### src/rtl/uart_pkg.sv
// ============================================================================
//  Module      : uart_pkg
//  Description : Shared types and constants for the UART receive controller.
//  Revision    : 1.0 - initial release
// ============================================================================
`default_nettype none

package uart_pkg;

  // Receive controller states; IDLE must stay at encoding 0 (reset value).
  typedef enum logic [2:0] {
    ST_IDLE   = 3'd0,
    ST_START  = 3'd1,
    ST_DATA   = 3'd2,
    ST_PARITY = 3'd3,
    ST_STOP   = 3'd4
  } rx_ctrl_state_t;

  // Default oversampling ratio (ticks per bit period).
  localparam int c_oversample_default = 16;

  // Vote ticks for the default ratio; other ratios keep the same offsets
  // around the bit centre (OVERSAMPLE/2).
  localparam int c_vote_tick_first = c_oversample_default / 2 - 1;
  localparam int c_vote_tick_mid   = c_oversample_default / 2;
  localparam int c_vote_tick_last  = c_oversample_default / 2 + 1;

  // Two-out-of-three majority used for the bit vote.
  function automatic logic majority3(input logic a, input logic b, input logic c);
    return (a & b) | (a & c) | (b & c);
  endfunction

endpackage

`default_nettype wire

### src/rtl/uart_baud_gen.sv
// ============================================================================
//  Module      : uart_baud_gen
//  Description : Oversample tick generator; one-cycle pulse every
//                max(baud_div,1) clocks, restartable to realign on a start edge.
//  Revision    : 1.0 - initial release
// ============================================================================
`default_nettype none

module uart_baud_gen #(
  parameter int DIV_WIDTH = 16
) (
  input  logic                 clk,
  input  logic                 rst,
  input  logic                 restart,
  input  logic [DIV_WIDTH-1:0] baud_div,
  output logic                 tick
);

  localparam logic [DIV_WIDTH-1:0] c_one = {{(DIV_WIDTH-1){1'b0}}, 1'b1};

  logic [DIV_WIDTH-1:0] r_count;
  logic [DIV_WIDTH-1:0] w_last;
  logic                 w_wrap;

  // A divisor of 0 behaves like 1, so the terminal count is 0 in both cases.
  assign w_last = (baud_div == '0) ? '0 : (baud_div - c_one);
  // Using >= lets a divisor that shrinks mid-count wrap on the next cycle.
  assign w_wrap = (r_count >= w_last);
  assign tick   = w_wrap & ~restart;

  // Free-running divider counter, cleared on restart so the first tick lands
  // one full divisor period after the start edge.
  always_ff @(posedge clk) begin
    if (rst || restart) begin
      r_count <= '0;
    end else if (w_wrap) begin
      r_count <= '0;
    end else begin
      r_count <= r_count + c_one;
    end
  end

endmodule

`default_nettype wire

### src/rtl/uart_rx_ctrl.sv
// ============================================================================
//  Module      : uart_rx_ctrl
//  Description : Oversampling UART receiver with majority vote, even parity
//                (per byte or per word), framing check and a valid/ready
//                output register with sticky overrun.
//  Revision    : 1.0 - initial release
// ============================================================================
`default_nettype none

module uart_rx_ctrl
  import uart_pkg::*;
#(
  parameter int DATA_WIDTH = 8,
  parameter int OVERSAMPLE = c_oversample_default,
  parameter int DIV_WIDTH  = 16
) (
  input  logic                  clk,
  input  logic                  rst,
  input  logic                  rx_in,
  input  logic                  enable,
  input  logic [DIV_WIDTH-1:0]  baud_div,
  input  logic                  parity_per_byte,
  output logic [DATA_WIDTH-1:0] data,
  output logic                  valid,
  input  logic                  ready,
  output logic                  parity_err,
  output logic                  frame_err,
  output logic                  overrun,
  output logic                  busy
);

  localparam int c_tw = $clog2(OVERSAMPLE) + 1;
  localparam int c_bw = $clog2(DATA_WIDTH + 1);

  localparam logic [c_tw-1:0] c_tick_one  = c_tw'(1);
  localparam logic [c_tw-1:0] c_tick_last = c_tw'(OVERSAMPLE - 1);
  localparam logic [c_tw-1:0] c_vote_a    =
    c_tw'(OVERSAMPLE / 2 + (c_vote_tick_first - c_oversample_default / 2));
  localparam logic [c_tw-1:0] c_vote_b    =
    c_tw'(OVERSAMPLE / 2 + (c_vote_tick_mid - c_oversample_default / 2));
  localparam logic [c_tw-1:0] c_vote_c    =
    c_tw'(OVERSAMPLE / 2 + (c_vote_tick_last - c_oversample_default / 2));
  localparam logic [c_bw-1:0] c_bit_one   = c_bw'(1);
  localparam logic [c_bw-1:0] c_bit_full  = c_bw'(DATA_WIDTH);

  rx_ctrl_state_t r_state;
  rx_ctrl_state_t w_state_nxt;

  logic                  r_sync1, r_sync2, r_sync_prev;
  logic                  w_fall;
  logic                  w_tick;
  logic                  w_restart;
  logic [c_tw-1:0]       r_tick_cnt;
  logic [c_tw-1:0]       w_tick_num;
  logic                  w_at_vote;
  logic                  w_bit_end;
  logic                  r_samp_a, r_samp_b;
  logic                  w_vote;
  logic [c_bw-1:0]       r_bit_cnt;
  logic [DATA_WIDTH-1:0] r_shift;
  logic                  r_par;
  logic                  r_perr;
  logic                  w_shift_en;
  logic                  w_par_chk;
  logic                  w_complete;
  logic                  w_to_parity;
  logic [DATA_WIDTH-1:0] r_data;
  logic                  r_valid, r_parity_err, r_frame_err, r_overrun;

  uart_baud_gen #(
    .DIV_WIDTH (DIV_WIDTH)
  ) u_baud_gen (
    .clk      (clk),
    .rst      (rst),
    .restart  (w_restart),
    .baud_div (baud_div),
    .tick     (w_tick)
  );

  // Two-flop synchronizer plus one history flop for falling-edge detection.
  always_ff @(posedge clk) begin
    if (rst) begin
      r_sync1     <= 1'b1;
      r_sync2     <= 1'b1;
      r_sync_prev <= 1'b1;
    end else begin
      r_sync1     <= rx_in;
      r_sync2     <= r_sync1;
      r_sync_prev <= r_sync2;
    end
  end

  assign w_fall      = r_sync_prev & ~r_sync2;
  assign w_tick_num  = r_tick_cnt + c_tick_one;
  assign w_at_vote   = w_tick & (w_tick_num == c_vote_c);
  assign w_bit_end   = w_tick & (r_tick_cnt == c_tick_last);
  assign w_vote      = majority3(r_samp_a, r_samp_b, r_sync2);
  assign w_to_parity = (parity_per_byte && (r_bit_cnt[2:0] == 3'd0)) ||
                       (r_bit_cnt == c_bit_full);

  // State register.
  always_ff @(posedge clk) begin
    if (rst) begin
      r_state <= ST_IDLE;
    end else begin
      r_state <= w_state_nxt;
    end
  end

  // Next-state decode and per-tick action strobes.
  always_comb begin
    w_state_nxt = r_state;
    w_restart   = 1'b0;
    w_shift_en  = 1'b0;
    w_par_chk   = 1'b0;
    w_complete  = 1'b0;
    case (r_state)
      ST_IDLE: begin
        if (enable && w_fall) begin
          w_state_nxt = ST_START;
          w_restart   = 1'b1;
        end
      end
      ST_START: begin
        if (w_at_vote && w_vote) begin
          w_state_nxt = ST_IDLE;
        end else if (w_bit_end) begin
          w_state_nxt = ST_DATA;
        end
      end
      ST_DATA: begin
        w_shift_en = w_at_vote;
        if (w_bit_end) begin
          w_state_nxt = w_to_parity ? ST_PARITY : ST_DATA;
        end
      end
      ST_PARITY: begin
        w_par_chk = w_at_vote;
        if (w_bit_end) begin
          w_state_nxt = (r_bit_cnt == c_bit_full) ? ST_STOP : ST_DATA;
        end
      end
      ST_STOP: begin
        if (w_at_vote) begin
          w_complete  = 1'b1;
          w_state_nxt = ST_IDLE;
        end
      end
      default: begin
        w_state_nxt = ST_IDLE;
      end
    endcase
  end

  // Bit timing, vote samples, shift register and parity accumulation.
  always_ff @(posedge clk) begin
    if (rst) begin
      r_tick_cnt <= '0;
      r_bit_cnt  <= '0;
      r_samp_a   <= 1'b1;
      r_samp_b   <= 1'b1;
      r_shift    <= '0;
      r_par      <= 1'b0;
      r_perr     <= 1'b0;
    end else if (w_restart) begin
      r_tick_cnt <= '0;
      r_bit_cnt  <= '0;
      r_par      <= 1'b0;
      r_perr     <= 1'b0;
    end else begin
      if (w_tick && (r_state != ST_IDLE)) begin
        r_tick_cnt <= (r_tick_cnt == c_tick_last) ? '0 : w_tick_num;
      end
      if (w_tick && (w_tick_num == c_vote_a)) begin
        r_samp_a <= r_sync2;
      end
      if (w_tick && (w_tick_num == c_vote_b)) begin
        r_samp_b <= r_sync2;
      end
      if (w_shift_en) begin
        r_shift   <= {w_vote, r_shift[DATA_WIDTH-1:1]};
        r_bit_cnt <= r_bit_cnt + c_bit_one;
        r_par     <= r_par ^ w_vote;
      end
      if (w_par_chk) begin
        if (w_vote != r_par) begin
          r_perr <= 1'b1;
        end
        if (parity_per_byte) begin
          r_par <= 1'b0;
        end
      end
    end
  end

  // Output holding register: load on completion when free (or being drained
  // this cycle), otherwise drop the frame and flag overrun.
  always_ff @(posedge clk) begin
    if (rst) begin
      r_data       <= '0;
      r_valid      <= 1'b0;
      r_parity_err <= 1'b0;
      r_frame_err  <= 1'b0;
      r_overrun    <= 1'b0;
    end else if (w_complete && (!r_valid || ready)) begin
      r_data       <= r_shift;
      r_parity_err <= r_perr;
      r_frame_err  <= ~w_vote;
      r_valid      <= 1'b1;
    end else begin
      if (w_complete) begin
        r_overrun <= 1'b1;
      end
      if (r_valid && ready) begin
        r_valid <= 1'b0;
      end
    end
  end

  assign data       = r_data;
  assign valid      = r_valid;
  assign parity_err = r_parity_err;
  assign frame_err  = r_frame_err;
  assign overrun    = r_overrun;
  assign busy       = (r_state != ST_IDLE);

endmodule

`default_nettype wire

### config.mk
export PLATFORM = sky130hd
export DESIGN_NAME = uart_rx_ctrl
export DESIGN_NICKNAME = d
export VERILOG_FILES = /design/src/rtl/uart_pkg.sv /design/src/rtl/uart_baud_gen.sv /design/src/rtl/uart_rx_ctrl.sv
export SDC_FILE = /design/constraint.sdc
export NUM_CORES = 1
export LEC_CHECK = 0
export ABC_AREA = 1
export CAP_MARGIN = 20
export CELL_PAD_IN_SITES_DETAIL_PLACEMENT = 1
export CELL_PAD_IN_SITES_GLOBAL_PLACEMENT = 2
export CORE_MARGIN = 3
export CORE_UTILIZATION = 33
export CTS_BUF_LIST = sky130_fd_sc_hd__clkbuf_4
export DETAILED_ROUTE_END_ITERATION = 16
export HOLD_SLACK_MARGIN = 0.05
export PLACE_DENSITY_LB_ADDON = 0.1
export SYNTH_ARGS = -nofsm -noshare
export SYNTH_HDL_FRONTEND = slang
export SYNTH_HIERARCHICAL = 1
export SYNTH_SLANG_ARGS = --single-unit
export TNS_END_PERCENT = 5
### constraint.sdc
create_clock -name clk -period 4 [get_ports clk]
set_input_delay 0.6 -clock clk [delete_from_list [all_inputs] [get_ports clk]]
set_output_delay 0.6 -clock clk [all_outputs]
set_load 0.005 [all_outputs]
==> flow_summary.yaml <==
drt:
  drtPass1Iterations: 4
  ant_nets: 0
  drc: 0
  vias_per_cell: 4.68
  first_iter_violations: 106
  routed_wirelength_um: 8720
  vias: 3204
  avgRoutedWirePerCell_um: 12.8
logic_synthesis:
  muxShareOfSynthArea_pct: 0
  ys_seq_elements: 55
  synth_warnings: 6
  synth-simple-area-share_pct: 35.1
  synth_top_area_cell: "dfxtp_1"
  yosys_most_used_dff: "dfxtp_1"
  yosysSeqAreaShare_pct: 32.0
  syn_nets: 542
  synth.top_cell.area_share_pct: 32.0
  synth_cells: 493
  synth_xor_area_share_pct: 4.83
  ys_types: 38
  synth.cell_area_mm2: 0.00345
  ys_top_cells_by_area: "dfxtp_1, nand2_1, ha_1, nor2_1, inv_1"
  synth_common_cells: "nand2_1, nor2_1, inv_1"
  synthMostInstantiatedCell: "nand2_1"
  synth_area_per_cell_um2: 6.99
  synth_edf_count: 0
  synthArstFlopShare_pct: 0
  synthAdderAreaFrac_pct: 9.80
  synth-compound-area-share_pct: 9.11
  synth_top_family_by_area: "simple AND/OR/NAND/NOR gates"
die:
  core_mm2: 0.00995
  pin_count: 35
  fp.dieW_um: 108
  row_count: 36
  fp.dieArea_mm2: 0.0117
  die_h_um: 108
  start_util_pct: 34.6
timing:
  worst-slew-pin-transition_ns: 0.696
  fin_crit_ns: 3.59
  fin_skew_ns: 0.0127
  slew_viol_final: 0
  fin_crit_sh_pct: 89.8
  worst_slack_ns: 0.409
  setup-violations-final: 0
  hold_violations: 0
  rsz0062_at_grt: "false"
  fmax_ghz: 0.278
  finalSetupTns_ns: 0
  max_slew_margin_pct: 53.5
placement:
  place_ws_ns: -0.159
  io_buffers: 34
  gp_congestion: 0.807
  dp_hpwl_um: 7230
setup_path:
  crit_path_start_kind: "primary input"
  reg2regPathDepth: 17
  cp_max_fo: 12
  critPathRequiredTime_ns: 4.29
  critPathKind: "primary input to register"
  crit_path_end_kind: "register"
  r2r_slack_ns: 1.61
  arrival_ns: 3.89
global_routing:
  grt_overflow_total: 0
  grt_max_degree: 25
  grt_antenna_before_repair: 0
  grt_pass1_vias: 3176
  grtUsageTotal_pct: 15.6
  grt_pass1_wl_um: 14900
power:
  p_comb_share_pct: 19.5
  switching_share_pct: 30.8
  clock_power_share_pct: 25.7
  power_density_mw_per_mm2: 249
  p_leak_nw: 1.86
  worst_ir_drop_vdd_uv: 121
  p_int_mw: 0.719
  power.share.sequential_pct: 54.9
  p_sw_mw: 0.319
worst_hold_path:
  hold_class: "register to register"
  hold_depth: 1
clocking:
  clock_latency_ns: 0.38
  clkTransAtPathRegs_ns: 0.17
  cts_tree: "done"
  cts_root_buffer: "clkbuf_4"
  numCtsBuffers: 5
  clock_sinks: 55
  holdBufCountCts: 0
  clk_path_buf_depth: 2
  htreeDepth: 2
finish:
  layout-drive-gt1-share_pct: 13.2
  fin_nets: 599
  antenna_cells: 0
  area.growth.synth_to_final_pct: 20.8
  fillers: 1300
job:
  max_cap_viol_count: 0
outcome:
  status: "complete, no violations"
worst max-delay path: stages:
cell and delay, ns:
clkdlybuf4s50_1 0.42, nor2_1 0.26, buf_4 0.17, nand2_1 0.06, nor4_2 0.20, nand2_1 0.09, nand2_1 0.07, nand3_1 0.11
ha_1 0.33, nand4_1 0.17, a21oi_2 0.16, nor2_2 0.08, a21oi_1 0.19, nand2_1 0.11, nor2_2 0.17, nand2_4 0.11
inv_6 0.08, nand2_8 0.05, nor2_4 0.24, nand2_1 0.09, nand2_1 0.07, nor2_1 0.05
per-stage QoR:
stage          power (mW)  util (%)  hold slack [ns]  area, µm²  instances
2_1_floorplan       0.702         -            0.389       3450        493
3_3_place_gp        0.778      40.8            0.403       4070        674
3_5_place_dp        0.784      40.8            0.407       4070        674
4_1_cts              1.06      41.5            0.447       4130        682
5_1_grt              1.10      41.8            0.470       4160        684
6_report             1.04      41.8            0.442       4160        684
kinds of logic (layout without fill, tap and decap cells):
kind of cell / count (synthesis) / in the layout
AOI/OAI and AO/OA: 59 / 59
xor gates and xnor gates: 19 / 19
adders and majority gates: 27 / 27
buffers and inverters: 77 / 135
DFF: 55 / 55
and+or+nand+nor: 256 / 256
state kept, by name, summed over array words and instances (netlist names):
signal and flops:
r_par 1, r_sync_prev 1, data 8, overrun 1, r_samp_a 1, r_sync1 1
parity_err 1, r_bit_cnt 4, r_tick_cnt 5, u_baud_gen/r_count 16, r_sync2 1, valid 1
r_samp_b 1, r_perr 1, r_state 3, r_shift 8, frame_err 1
area by class of cell:
| class | instances | area, µm² | share of cell area, % |
|---|---|---|---|
| multi-input cells | 361 | 2050 | 49.1 |
| flip-flops and latches | 55 | 1100 | 26.5 |
| repair buffers | 58 | 520 | 12.5 |
| inverters | 69 | 264 | 6.34 |
| well taps | 133 | 166 | 4.00 |
| clock buffers | 5 | 37.5 | 0.902 |
| clock inverters | 3 | 27.5 | 0.661 |
worst paths after layout:
check / from / end
hold / removal: r_sync1 / r_sync2
setup / recovery: baud_div[13] / frame_err
hold reg to reg: r_sync1 / r_sync2
setup reg to reg: u_baud_gen/r_count[0] / frame_err
power groups by stage:
stage / combinational, mW / sequential [mW] / clock, mW
2_1_floorplan: 0.123 / 0.579 / 0
3_5_place_dp: 0.203 / 0.581 / 0
6_report: 0.202 / 0.569 / 0.267
3_3_place_gp: 0.197 / 0.581 / 0
4_1_cts: 0.204 / 0.570 / 0.285
5_1_grt: 0.232 / 0.572 / 0.302
cells in the final DEF, fill, tap and decap left out, drive strengths merged, types with 2 or more instances in the layout:
| cell | n |
|---|---|
| buf | 24 |
| o21ai | 27 |
| a21oi | 25 |
| inv | 70 |
| nor2 | 89 |
| dfxtp | 55 |
| ha | 27 |
| clkdlybuf4s50 | 34 |
| nand2 | 99 |
| xor2 | 11 |
| nand3 | 34 |
| nand4 | 8 |
| xnor2 | 8 |
| nor4 | 2 |
| clkbuf | 5 |
| or2 | 3 |
| nand3b | 3 |
| nor3 | 17 |
what timing repair did:
item | CTS | global route
endpoints found under the setup margin | 0 | 13
gates resized for setup | 0 | 5
buffers inserted | 0 | 2
routing by layer:
layer / share of wire, % / track usage [%]
met2: 44 / 25.2
met1: 53 / 22.8
met5: 0 / 0
met4: 0.39 / 2.16
met3: 1.9 / 1.97
Note: power is estimated with default switching activity, not from simulation.
